**src/rtl/sme_pkg.sv**
```systemverilog
// Shared constants, state encoding and character comparison for the string-matching engine.
// Build option SME_CASE_FOLD_EN: literal comparison treats ASCII upper/lower case letters as equal.
package sme_pkg;

    localparam logic [7:0] CH_CARET  = 8'h5E;
    localparam logic [7:0] CH_DOLLAR = 8'h24;
    localparam logic [7:0] CH_DOT    = 8'h2E;
    localparam logic [7:0] CH_SPACE  = 8'h20;

    typedef enum logic [2:0] {
        ST_IDLE,
        ST_LD_STR,
        ST_LD_PAT,
        ST_SCAN,
        ST_DONE
    } sme_state_t;

    function automatic logic chars_eq8(input logic [7:0] a, input logic [7:0] b);
`ifdef SME_CASE_FOLD_EN
        logic [7:0] fa;
        logic [7:0] fb;
        fa = (a >= 8'h41 && a <= 8'h5A) ? (a | 8'h20) : a;
        fb = (b >= 8'h41 && b <= 8'h5A) ? (b | 8'h20) : b;
        return fa == fb;
`else
        return a == b;
`endif
    endfunction

endpackage

```
**src/rtl/sme_win_cmp.sv**
```systemverilog
// Combinational compare of the pattern window against the string at candidate position i_pos.
// Reports the literal hit and the state of both anchors; range checking is left to the caller.
module sme_win_cmp
    import sme_pkg::*;
#(
    parameter int CHAR_W      = 8,
    parameter int MAX_STR_LEN = 32,
    parameter int MAX_PAT_LEN = 8,
    parameter int IDX_W       = $clog2(MAX_STR_LEN),
    parameter int PLW         = $clog2(MAX_PAT_LEN + 1)
) (
    input  logic [MAX_STR_LEN-1:0][CHAR_W-1:0] i_str,
    input  logic [IDX_W:0]                     i_str_len,
    input  logic [MAX_PAT_LEN-1:0][CHAR_W-1:0] i_pat,
    input  logic [PLW-1:0]                     i_pat_len,
    input  logic [IDX_W:0]                     i_pos,
    output logic [PLW-1:0]                     o_lit_len,
    output logic                               o_lit_hit,
    output logic                               o_caret_ok,
    output logic                               o_dollar_ok
);

    // Special codes live in the low byte only, so folding applies only when upper bits are clear.
    function automatic logic ch_eq(input logic [CHAR_W-1:0] a, input logic [CHAR_W-1:0] b);
        return (a == b) || ((((a | b) >> 8) == '0) && chars_eq8(a[7:0], b[7:0]));
    endfunction

    logic             w_caret;
    logic             w_dollar;
    int               w_lit;
    logic [IDX_W-1:0] w_sidx;
    logic [IDX_W-1:0] w_cidx;
    logic [IDX_W-1:0] w_didx;

    always_comb begin
        w_caret  = (i_pat_len != '0) && (i_pat[0] == CHAR_W'(CH_CARET));
        w_dollar = 1'b0;
        for (int j = 0; j < MAX_PAT_LEN; j++) begin
            if ((int'(i_pat_len) == j + 1) && (i_pat[j] == CHAR_W'(CH_DOLLAR)))
                w_dollar = 1'b1;
        end
        w_lit     = int'(i_pat_len) - int'(w_caret) - int'(w_dollar);
        o_lit_len = PLW'(w_lit);

        o_lit_hit = 1'b1;
        w_sidx    = '0;
        for (int j = 0; j < MAX_PAT_LEN; j++) begin
            if ((j >= int'(w_caret)) && (j < int'(w_caret) + w_lit)) begin
                w_sidx = IDX_W'(int'(i_pos) + j - int'(w_caret));
                if ((i_pat[j] != CHAR_W'(CH_DOT)) && !ch_eq(i_str[w_sidx], i_pat[j]))
                    o_lit_hit = 1'b0;
            end
        end

        w_cidx      = IDX_W'(int'(i_pos) - 1);
        w_didx      = IDX_W'(int'(i_pos) + w_lit);
        o_caret_ok  = !w_caret || (i_pos == '0) || (i_str[w_cidx] == CHAR_W'(CH_SPACE));
        o_dollar_ok = !w_dollar || (int'(i_pos) + w_lit == int'(i_str_len))
                      || (i_str[w_didx] == CHAR_W'(CH_SPACE));
    end

endmodule

```
**src/rtl/sme_param.sv**
```systemverilog
// Single-pattern string matcher: buffers one string, then scans each loaded pattern one position per cycle.
// Literal comparison folds letter case when built with SME_CASE_FOLD_EN.
//
// state     | meaning
// ----------+--------------------------------------------------------------
// ST_IDLE   | after reset, no string loaded (length 0)
// ST_LD_STR | receiving string characters
// ST_LD_PAT | receiving pattern characters
// ST_SCAN   | evaluating candidate r_pos, one per cycle
// ST_DONE   | result presented, string held for further patterns
module sme_param
    import sme_pkg::*;
#(
    parameter int CHAR_W      = 8,
    parameter int MAX_STR_LEN = 32,
    parameter int MAX_PAT_LEN = 8,
    parameter int IDX_W       = $clog2(MAX_STR_LEN)
) (
    input  logic              clk,
    input  logic              reset,
    input  logic [CHAR_W-1:0] chardata,
    input  logic              isstring,
    input  logic              ispattern,
    output logic              valid,
    output logic              match,
    output logic [IDX_W-1:0]  match_index
);

    localparam int SLW = IDX_W + 1;
    localparam int PLW = $clog2(MAX_PAT_LEN + 1);
    localparam int PIW = $clog2(MAX_PAT_LEN);
    localparam logic [SLW-1:0] STR_FULL = SLW'(MAX_STR_LEN);
    localparam logic [PLW-1:0] PAT_FULL = PLW'(MAX_PAT_LEN);

    sme_state_t                         r_state;
    logic [MAX_STR_LEN-1:0][CHAR_W-1:0] r_str;
    logic [MAX_PAT_LEN-1:0][CHAR_W-1:0] r_pat;
    logic [SLW-1:0]                     r_str_len;
    logic [PLW-1:0]                     r_pat_len;
    logic [SLW-1:0]                     r_pos;
    logic                               r_valid;
    logic                               r_match;
    logic [IDX_W-1:0]                   r_index;

    logic           w_lit_hit;
    logic           w_caret_ok;
    logic           w_dollar_ok;
    logic [PLW-1:0] w_lit_len;
    logic           w_no_cand;
    logic           w_last;
    logic           w_hit;

    sme_win_cmp #(
        .CHAR_W      (CHAR_W),
        .MAX_STR_LEN (MAX_STR_LEN),
        .MAX_PAT_LEN (MAX_PAT_LEN),
        .IDX_W       (IDX_W),
        .PLW         (PLW)
    ) u_win_cmp (
        .i_str       (r_str),
        .i_str_len   (r_str_len),
        .i_pat       (r_pat),
        .i_pat_len   (r_pat_len),
        .i_pos       (r_pos),
        .o_lit_len   (w_lit_len),
        .o_lit_hit   (w_lit_hit),
        .o_caret_ok  (w_caret_ok),
        .o_dollar_ok (w_dollar_ok)
    );

    // Candidates run from 0 to strlen-L; a pattern longer than the string still takes one scan cycle.
    always_comb begin
        w_no_cand = int'(w_lit_len) > int'(r_str_len);
        w_last    = w_no_cand || (int'(r_pos) + int'(w_lit_len) >= int'(r_str_len));
        w_hit     = !w_no_cand && w_lit_hit && w_caret_ok && w_dollar_ok;
    end

    always_ff @(posedge clk or posedge reset) begin
        if (reset) begin
            r_state   <= ST_IDLE;
            r_str     <= '0;
            r_pat     <= '0;
            r_str_len <= '0;
            r_pat_len <= '0;
            r_pos     <= '0;
            r_valid   <= 1'b0;
            r_match   <= 1'b0;
            r_index   <= '0;
        end else begin
            r_valid <= 1'b0;
            if (isstring) begin
                if (r_state != ST_LD_STR) begin
                    r_str[0]  <= chardata;
                    r_str_len <= SLW'(1);
                end else if (r_str_len < STR_FULL) begin
                    r_str[r_str_len[IDX_W-1:0]] <= chardata;
                    r_str_len <= r_str_len + SLW'(1);
                end
                r_state <= ST_LD_STR;
            end else if (ispattern) begin
                if (r_state != ST_LD_PAT) begin
                    r_pat[0]  <= chardata;
                    r_pat_len <= PLW'(1);
                end else if (r_pat_len < PAT_FULL) begin
                    r_pat[r_pat_len[PIW-1:0]] <= chardata;
                    r_pat_len <= r_pat_len + PLW'(1);
                end
                r_state <= ST_LD_PAT;
            end else begin
                case (r_state)
                    ST_LD_STR: r_state <= ST_DONE;
                    ST_LD_PAT: begin
                        r_state <= ST_SCAN;
                        r_pos   <= '0;
                    end
                    ST_SCAN: begin
                        if (w_hit) begin
                            r_valid <= 1'b1;
                            r_match <= 1'b1;
                            r_index <= r_pos[IDX_W-1:0];
                            r_state <= ST_DONE;
                        end else if (w_last) begin
                            r_valid <= 1'b1;
                            r_match <= 1'b0;
                            r_index <= '0;
                            r_state <= ST_DONE;
                        end else begin
                            r_pos <= r_pos + SLW'(1);
                        end
                    end
                    default: ;
                endcase
            end
        end
    end

    assign valid       = r_valid;
    assign match       = r_match;
    assign match_index = r_index;

endmodule
```
**config.mk**
```make
export PLATFORM = sky130hd
export DESIGN_NAME = sme_param
export DESIGN_NICKNAME = d
export VERILOG_FILES = /design/src/rtl/sme_pkg.sv /design/src/rtl/sme_win_cmp.sv /design/src/rtl/sme_param.sv
export SDC_FILE = /design/constraint.sdc
export NUM_CORES = 2
export LEC_CHECK = 0
export CORE_UTILIZATION = 55
export CTS_CLUSTER_SIZE = 40
export DETAILED_ROUTE_END_ITERATION = 7
export PLACE_DENSITY = 0.74
export SLEW_MARGIN = 20
export SYNTH_ARGS = -nofsm -noshare
export SYNTH_HDL_FRONTEND = slang
export SYNTH_SLANG_ARGS = --single-unit
```
**constraint.sdc**
```tcl
create_clock -name clk -period 12.1 [get_ports clk]
set_input_delay 2.42 -clock clk [delete_from_list [all_inputs] [get_ports clk]]
set_output_delay 2.42 -clock clk [all_outputs]
set_load 0.02 [all_outputs]
```
==> impl_results.md <==
- Die Footprint: 61900 sq um
- CP Launch Type: flip-flop
- CP delay by family, top: compound AO/OA/AOI/OAI gates
- Post-synth EDFFs: 0
- Mean Syn Cell Area: around 12 sq um
- Final Core Density: 0.595
- Most common cell on crit path: inv_1
- CP Cell Sequence: nor2_1 > a211o_1 > inv_1 > ha_1 > inv_1 > ha_4 > buf_12 > mux4_2 > nor2b_1 > a2111oi_0 > nor4_2 > xnor2_1 > nand3_1 > nor3_1 > a41oi_1 > o21ai_1 > nand4b_4 > a21oi_2 > o2bb2ai_1
- Reg area: 8660 sq um
- Register share of total power: 0.191
- Mapped Cells: around 2700
- Final std cells w/o fill: 3456
- Via count: 28698
- Buffers & Inverters on Critical Path: 3
- GPL Wtd Cong: 1.06
- Synth area leaders: mux4_2 31%, dfrtp_1 26%, mux2_2 11%
- Synth warn: 0
- CTS Buf Count: 42
- Ys flop type: dfrtp_1
- DR DRC count: 0
- Area Overhead vs Synth: 6.85%
- Post-cts gate resize count: 0
- Hpwl dp: between 100 and 150 mm
- Die Span Y: roughly 250 microns
- Dpl cells: 3377
- Synth async-reset ratio: 1.00
- Status: finished, final reports clean
- Fin nets: between 2000 and 3000
- Initial antenna violation count: 6
- WL final: around 150 mm
- CTS Buffer Depth: 3
- Routed wire length per instance: 43.6 microns
- RSZ-0062 raised after global routing: false
- All-layer global routing usage: 0.488
- Count leader, synth: mux4_2
- PD cells: 231 nW/um^2
- Worst path required time: 12560 ps
- CP Max Fanout: 139
- Worst-Margin Slew: 1260 ps
- H-tree levels: 2
- Antenna-violating nets left: 0
- Worst Path Arrival: ~7900 ps
- Top cell type's share of synthesized area: 0.314
- Clk pwr share: 0.164
- Max Freq: 0.134 GHz
- Register area share after synthesis: 0.258
- Leading area contributor after synthesis: mux4_2
- CTS Hold Bufs: 0
- Post-Syn Area: 33500 sq um
- GRT overflow: 0
- Slew Viols, Final: 0
- Setup violations, final: 0
- Worst slew margin: 0.150
- CTS sink cnt: around 350
- Final hold vios: 0
- Fillers: 4802
- Multi-input logic area: 23800 sq um
- Period utilization: 0.616
- Max Cap Viol: 0
- Synth cell count leaders: 467 x mux4_2, 346 x dfrtp_1, 332 x mux2_2
- IO Port Bufs: 18
- Netlist cell types: 90
- # Post-CTS Setup Buffers: 0
- Largest net degree at the start of global routing: 140
- Share of cells above drive strength 1: 0.369
- Setup WS pre-CTS: 4900 ps
- Initial Util: 0.556
- Sw power: ~4300 uW
- Vias in the first global route: 27470
- Int Pwr: 4010 uW
- Sw Share: 0.515
- CP Capture Type: flip-flop
- Comb pwr share: 0.645
- CTS tree: done
- Type of the worst min-delay path: flip-flop to flip-flop
- Leakage: between 0.01 and 0.015 uW
- Die Wd: 249 microns
- Post-Syn Nets: ~2800
- First-pass GRT wire length: between 200 and 250 mm
- Min Clock Period, post-route: roughly 7500 ps
- Total core area: 60200 sq um
- Starting DRT DRC Count: between 4000 and 5000
- Worst-skew pair later-pin latency: 600 ps
- IO Count: 19
- First-pass DRT Iterations: 7
- Seq cells post-synth: 346
- Worst Setup Path Type: flip-flop to flip-flop
- Clk_skew: 17.6 ps
- Max incr delay on CP: 810 ps
- # rows: 90
- Setup WS post-layout: approximately 4600 ps
- Critical-path top delay cell: ha_4
- Vias per cell: 8.30
- Clock edge transition at the registers on the reported setup and hold paths: 60 ps
- Setup TNS: 0 ps
- CTS Root Cell: clkbuf_16
- VDD IR-drop max: 238 uV
sequential cells by signal, indices dropped and copies added, names as in the netlist:
signal,cells
r_state,3
r_pat_len,4
r_str,256
r_pos,6
valid,1
match,1
r_pat,64
match_index,5
r_str_len,6
kinds of logic after synthesis:
family	after synthesis	synth area share
AND/OR/NAND/NOR	670	0.103
flip-flops	346	0.258
multiplexers	994	0.486
XOR/XNOR	119	0.0320
buffers and inverters	281	0.0387
adder cells (fa/ha/maj)	70	0.0270
AO/OA/AOI/OAI	263	0.0550
cells in the final DEF (no fill, tap or decap), types with 30 or more instances in the layout:
cell type,count
a21oi_1,33
buf_4,62
clkbuf_16,43
dfrtp_1,346
ha_1,59
inv_1,42
mux2_2,332
mux2i_1,189
mux4_2,467
nand2_1,236
nand3_1,111
nand4_1,31
nor2_1,67
nor3_1,35
nor4_1,43
nor4b_1,30
o21ai_0,54
xnor2_1,65
xor2_1,36
worst register-to-register path: stages (launching register included):
cell and delay (ps):
dfrtp_1 710, nor2_1 240, a211o_1 440, inv_1 210, ha_1 180, inv_1 70
ha_4 810, buf_12 690, mux4_2 780, nor2b_1 130, a2111oi_0 800, nor4_2 240
xnor2_1 330, nand3_1 190, nor3_1 280, a41oi_1 90, o21ai_1 300, nand4b_4 330
a21oi_2 360, o2bb2ai_1 130
metrics by stage:
stage	hold slack, ps	cell area (sq um)	total power, uW
after CTS	530	35800	7970
after detailed placement	520	34300	6620
final	528	35800	8260
after floorplan	511	33500	4740
after global routing	562	35800	8390
after global placement	497	34300	6580
power by group through the flow:
stage	sequential (uW)	clock [uW]	combinational, uW
3_3_place_gp	1560	0	5010
2_1_floorplan	1410	0	3330
5_1_grt	1570	1410	5410
4_1_cts	1550	1360	5060
6_report	1580	1350	5330
3_5_place_dp	1570	0	5050
routing by layer:
metal / global-route usage / share of wire / wire, microns / vias to the layer above
met4: 0.281 / 0.076 / 11400 / 8
met2: 0.681 / 0.41 / 61800 / 2729
met1: 0.614 / 0.34 / 51800 / 14572
met5: 0 / 0.0015 / 225 / -
li1: - / - / - / 10802
met3: 0.236 / 0.17 / 25600 / 587
final cells by class:
cell class	instances	share of cell area
multi-input combinational	2116	0.665
clock buffer	55	0.0338
clock inverter	19	0.00713
antenna	5	0.000349
tap	782	0.0273
timing repair buffer	83	0.0197
sequential	346	0.242
inverter	50	0.00545
path summary, 6_finish.rpt:
path | from | to | slack, ps | depth (start not counted)
min in group asynchronous | reset | r_str[64] | 2370 | 2
setup reg to reg | r_pat_len[2] | match_index[3] | 4650 | 19
setup / recovery | r_pat_len[2] | match_index[3] | 4650 | 19
max in group asynchronous | reset | r_str[196] | 7530 | 4
hold / removal | match_index[1] | match_index[1] | 530 | 2
hold reg to reg | match_index[1] | match_index[1] | 530 | 2
(Power assumes the default switching activity.)
